**config.mk**
```make
export PLATFORM = sky130hd
export DESIGN_NAME = conv_word_serializer
export DESIGN_NICKNAME = d
export VERILOG_FILES = /design/src/rtl/conv_word_serializer.sv
export SDC_FILE = /design/constraint.sdc
export NUM_CORES = 1
export LEC_CHECK = 0
export BUFFER_PORTS_ARGS = -buffer_cell sky130_fd_sc_hd__buf_4
export CORE_UTILIZATION = 51
export CTS_CLUSTER_DIAMETER = 150
export DETAILED_ROUTE_END_ITERATION = 8
export PLACE_DENSITY = 0.86
export RECOVER_POWER = 100
export SYNTH_ARGS = -nofsm -noshare
export SYNTH_HDL_FRONTEND = slang
export SYNTH_SLANG_ARGS = --single-unit
```
**constraint.sdc**
```tcl
create_clock -name clk -period 2.3 [get_ports clk]
set_clock_uncertainty 0.1 [all_clocks]
set_input_delay 0.46 -clock clk [delete_from_list [all_inputs] [get_ports clk]]
set_output_delay 0.46 -clock clk [all_outputs]
set_load 0.01 [all_outputs]
```
**src/rtl/conv_word_serializer.sv**
```systemverilog
// Word-to-byte-slot transmitter for the conv pixel buffer link.
// Queues 24-bit words and emits them as c=01/10/11 slots with pix one cycle behind.
module conv_word_serializer #(
    parameter int FIFO_DEPTH = 2,
    parameter int GAP        = 0,
    parameter int CNT_W      = 16
) (
    input  logic             clk,
    input  logic             rst,
    input  logic             in_valid,
    input  logic [23:0]      in_word,
    output logic             in_ready,
    input  logic             hold,
    output logic [1:0]       c,
    output logic [7:0]       pix,
    output logic             word_done,
    output logic             busy,
    output logic [CNT_W-1:0] word_count
);

    localparam int AW = (FIFO_DEPTH > 1) ? $clog2(FIFO_DEPTH) : 1;

    typedef enum logic [2:0] {IDLE, S0, S1, S2, GAPW} state_t;

    logic [23:0]      r_mem [FIFO_DEPTH];
    logic [AW-1:0]    r_wp;
    logic [AW-1:0]    r_rp;
    logic [AW:0]      r_cnt;
    state_t           r_state;
    state_t           w_nstate;
    logic [23:0]      r_w;
    logic [3:0]       r_gcnt;
    logic [3:0]       w_ngcnt;
    logic [1:0]       r_c;
    logic [1:0]       w_nc;
    logic [7:0]       r_pix;
    logic             r_done;
    logic [CNT_W-1:0] r_wcnt;
    logic             w_push;
    logic             w_pop;
    logic             w_empty;
    logic             w_idle_like;

    assign in_ready   = (r_cnt < (AW+1)'(FIFO_DEPTH));
    assign w_push     = in_valid & in_ready;
    assign w_empty    = (r_cnt == '0);
    assign c          = r_c;
    assign pix        = r_pix;
    assign word_done  = r_done;
    assign word_count = r_wcnt;
    assign busy       = !w_empty || (r_state != IDLE) || (r_c != 2'b00);

    always_ff @(posedge clk) begin
        if (w_push) r_mem[r_wp] <= in_word;
    end

    always_ff @(posedge clk or posedge rst) begin
        if (rst) begin
            r_wp  <= '0;
            r_rp  <= '0;
            r_cnt <= '0;
        end else begin
            if (w_push) r_wp <= r_wp + 1'b1;
            if (w_pop)  r_rp <= r_rp + 1'b1;
            r_cnt <= r_cnt + (AW+1)'(w_push) - (AW+1)'(w_pop);
        end
    end

    // S2 (GAP=0) and the last gap cycle double as IDLE to keep a 3+GAP cadence
    always_comb begin
        w_nstate    = r_state;
        w_nc        = 2'b00;
        w_ngcnt     = r_gcnt;
        w_pop       = 1'b0;
        w_idle_like = 1'b0;
        unique case (r_state)
            IDLE: w_idle_like = 1'b1;
            S0: begin
                if (!hold) begin
                    w_nc     = 2'b10;
                    w_nstate = S1;
                end
            end
            S1: begin
                if (!hold) begin
                    w_nc     = 2'b11;
                    w_nstate = S2;
                end
            end
            S2: begin
                if (GAP > 0) begin
                    w_ngcnt  = 4'(GAP - 1);
                    w_nstate = GAPW;
                end else begin
                    w_idle_like = 1'b1;
                end
            end
            GAPW: begin
                if (r_gcnt == 4'd0) w_idle_like = 1'b1;
                else                w_ngcnt = r_gcnt - 4'd1;
            end
            default: w_nstate = IDLE;
        endcase
        if (w_idle_like) begin
            w_nstate = IDLE;
            if (!w_empty && !hold) begin
                w_pop    = 1'b1;
                w_nc     = 2'b01;
                w_nstate = S0;
            end
        end
    end

    always_ff @(posedge clk or posedge rst) begin
        if (rst) begin
            r_state <= IDLE;
            r_gcnt  <= '0;
            r_c     <= 2'b00;
            r_w     <= '0;
            r_pix   <= '0;
            r_done  <= 1'b0;
            r_wcnt  <= '0;
        end else begin
            r_state <= w_nstate;
            r_gcnt  <= w_ngcnt;
            r_c     <= w_nc;
            if (w_pop) r_w <= r_mem[r_rp];
            // pix uses the pre-edge word, so a same-edge reload is harmless
            case (r_c)
                2'b01:   r_pix <= r_w[7:0];
                2'b10:   r_pix <= r_w[15:8];
                2'b11:   r_pix <= r_w[23:16];
                default: r_pix <= r_pix;
            endcase
            r_done <= (r_c == 2'b11);
            if (r_c == 2'b11) r_wcnt <= r_wcnt + 1'b1;
        end
    end

endmodule
```
==> summary.md <==
| Metric | Value |
|---|---|
| Outcome | `finished clean` |
| RSZ-0062 raised after global routing | `no` |
| Syn avg cell area | `15.45 µm²` |
| Post-Synthesis Cells | `272` |
| Crit path cell chain | `inv_1 -> ha_1 -> or3_4 -> inv_1 -> ha_1 -> inv_1 -> ha_2 -> xnor2_2 -> xnor2_1` |
| Crit path time final | `2.134 ns` |
| Die H | `92.78 µm` |
| FILL cells | `682` |
| Critical Path RT | `2.48 ns` |
| Worst path max stage delay | `0.41 ns` |
| Switch share | `0.3314` |
| Via density | `5.181` |
| Leakage power | `0.001990 µW` |
| Share of layout cells above drive strength 1 | `0.1672` |
| Initial antenna violation count | `0` |
| CTS tree | `yes` |
| DRT iter0 DRCs | `77` |
| RR Endpoint | `r_cnt[1]$_DFF_PP0_` |
| Max rail drop VDD | `0.0005976 V` |
| CP Launch Type | `flop` |
| Final Setup Violations | `0` |
| Buf/Inv on CP | `3` |
| Worst Max-Slew Pin Slew | `1.401 ns` |
| Number of global-route vias before repair | `2333` |
| GRT met2 Usage | `0.3211` |
| Die Footprint | `8608 µm²` |
| Final ANT Viol Nets | `0` |
| FF+latch count, synth | `105` |
| Setup slack, reg-to-reg | `0.17 ns` |
| Htree depth | `3` |
| Fmax achieved | `468.6 MHz` |
| Vias | `2295` |
| Clock Latency Late Sink | `0.36 ns` |
| Fin Setup TNS | `0 ns` |
| Min-Delay Path Depth | `2` |
| Worst path most repeated cell | `inv_1` |
| GRT busiest layer | `met2` |
| First-pass GRT wire length | `11.31 mm` |
| Final hold violation count | `0` |
| Combinational power share | `0.298` |
| Clock sink count | `105` |
| Crit path max fanout | `4` |
| # IOs | `57` |
| CP max-delay cell | `dfrtp_1` |
| Max Slew Vio Count | `0` |
| Register area share after synthesis | `0.6823` |
| Sequential share of power | `0.519` |
| Antenna Cells | `0` |
| Register area | `2868 µm²` |
| Multi-input logic area | `1124 µm²` |
| WP data arrival | `2.31 ns` |
| Reg2reg start | `r_state[0]$_DFFE_PP0P_` |
| Hold-fix buffers at CTS | `0` |
| FF-to-FF path depth | `9` |
| Yosys Warn Count | `0` |
| P&R area growth vs syn | `11.37%` |
| DRC Markers | `0` |
| Hold path start | `hold` |
| Switching power | `1833 µW` |
| Std-Cell Rows | `32` |
| Aggregate global routing overflow | `0` |
| DP HPWL | `4.616 mm` |
| Root buffer cell | `clkbuf_8` |
| Crit path kind | `flop to flop` |
| Routed Wire Length | `6.899 mm` |
| GRT Util Overall | `0.1761` |
| Die Wd | `92.78 µm` |
| WHS | `0.1851 ns` |
| RePlAce Congestion | `0.7846` |
| Met1 usage in global routing | `0.1984` |
| Period utilization | `0.9278` |
| Clock power frac | `0.183` |
| Layout Nets | `371` |
| Largest net degree at the start of global routing | `58` |
| CTS Buf Count | `9` |
| Critical path capture point type | `flop` |
| Hold Path Sink | `c[1]$_DFF_PP0_` |
| Yosys cell types | `27` |
| Clock transition at path regs | `0.10 ns` |
| Mapped Nets | `307` |
| Hold WC Path Type | `primary input to flop` |
| DR pass1 iterations | `4` |
| Max cap viols | `0` |
| Initial Util | `0.5356` |
| Max-slew headroom | `0.06590` |
| Max Root-Sink Buffers | `2` |
| WL/cell | `15.57 µm` |
| I/O Buffers | `56` |
| Synth Cell Area | `4203 µm²` |
| Core Area | `7848 µm²` |
| Met3 GRT Util | `0.04680` |
| Cell Pwr Density | `1182 nW/µm²` |
| Internal power | `3698 µW` |
| Top Family by Delay on Critical Path | `adder cells` |
## layout by cell type (no fill, tap or decap), types with 2 or more instances in the layout
cell,Yosys,final
and3_1,5,5
buf_4,1,6
clkbuf_1,0,38
clkbuf_2,0,3
clkbuf_4,0,17
clkbuf_8,0,9
dfrtp_1,57,57
edfxtp_1,48,48
ha_1,7,6
inv_1,10,10
inv_6,0,2
mux2i_1,24,24
mux4_2,8,8
nand2_1,28,28
nand3_1,9,9
nor2_1,11,11
o21ai_0,3,27
xnor2_1,12,11
xnor2_2,1,2
xor2_1,6,6
## layer usage
| layer | vias to the layer above | part of all wire |
|---|---|---|
| met5 | - | 0 |
| met2 | 63 | 0.55 |
| met4 | 0 | 0.011 |
| met3 | 11 | 0.044 |
| met1 | 1133 | 0.40 |
| li1 | 1088 | - |
## sequential cells by signal, summed over array words and instances (netlist names)
signal      cells
r_state         2
r_w            24
word_done       1
r_rp            1
r_mem          48
word_count     16
r_wp            1
pix             8
r_cnt           2
c               2
## power groups by stage
stage	sequential [µW]	clock, µW	combinational, µW
2_1_floorplan	2820	0	1490
3_3_place_gp	2870	0	1850
3_5_place_dp	2910	0	1960
4_1_cts	2880	1050	1960
5_1_grt	2930	1120	1850
6_report	2870	1010	1650
## synthesized netlist by cell type
master,instances,area share
ha_1,7,0.021
o21ai_2,22,0.046
mux4_2,8,0.043
or3_1,1,0.0015
buf_4,1,0.0018
mux2i_1,24,0.057
nor3b_4,1,0.0045
nand4_1,1,0.0015
nand3_1,9,0.011
xnor2_2,1,0.0039
o21ai_0,3,0.0036
nand4_4,1,0.0051
xor2_1,6,0.013
nor2_2,1,0.0015
nor3_1,1,0.0012
buf_6,6,0.016
and3_1,5,0.0074
a21oi_1,1,0.0012
xnor2_1,12,0.025
mux2_2,1,0.0027
inv_1,10,0.0089
nor2_1,11,0.0098
nand2_1,28,0.025
buf_2,4,0.0048
dfrtp_1,57,0.34
o21ai_1,2,0.0024
edfxtp_1,48,0.34
## kinds of logic after synthesis
logic type | count (synthesis) | share of synthesized area
multiplexers | 33 | 0.1027
AND/OR/NAND/NOR | 59 | 0.06818
buffers and inverters | 21 | 0.03156
XOR/XNOR | 19 | 0.04138
adder cells (fa/ha/maj) | 7 | 0.02084
AO/OA/AOI/OAI | 28 | 0.05299
flip-flops | 105 | 0.6823
## final cells by class
| class | count | share of cell area |
|---|---|---|
| inverter | 10 | 0.008019 |
| multi-input combinational | 146 | 0.2400 |
| timing repair buffer | 64 | 0.07404 |
| clock inverter | 6 | 0.01069 |
| tap | 102 | 0.02727 |
| clock buffer | 10 | 0.02727 |
| sequential | 105 | 0.6127 |
## worst max-delay path by stage
stage	from	end	slack [ns]	cells past startpoint
after floorplan	r_state[0]$_DFFE_PP0P_	r_cnt[1]$_DFF_PP0_	0.10	11
after CTS	r_state[0]$_DFFE_PP0P_	r_cnt[1]$_DFF_PP0_	0.07	9
after global placement	r_state[0]$_DFFE_PP0P_	r_cnt[1]$_DFF_PP0_	0.23	9
after detailed placement	r_state[0]$_DFFE_PP0P_	r_cnt[1]$_DFF_PP0_	0.1	9
after global routing	r_state[0]$_DFFE_PP0P_	r_cnt[1]$_DFF_PP0_	0.06	9
final	r_state[0]$_DFFE_PP0P_	r_cnt[1]$_DFF_PP0_	0.17	9
## timing repair
action	in CTS	in global routing
gates resized for setup	0	4
buffers inserted	0	1
setup endpoints to repair	0	1
## per-stage QoR
step | area [µm²] | util | setup WS [ns] | total power, µW | instances
floorplan | 4203 | - | 0.1048 | 4318 | 272
global placement | 4737 | 0.6036 | 0.2339 | 4728 | 426
detailed placement | 4737 | 0.6036 | 0.09638 | 4866 | 426
CTS | 4915 | 0.6263 | 0.06974 | 5888 | 442
global route | 4681 | 0.5965 | 0.05806 | 5910 | 443
finish | 4681 | 0.5965 | 0.1661 | 5532 | 443
No activity file was read; power rests on OpenSTA's default activity.
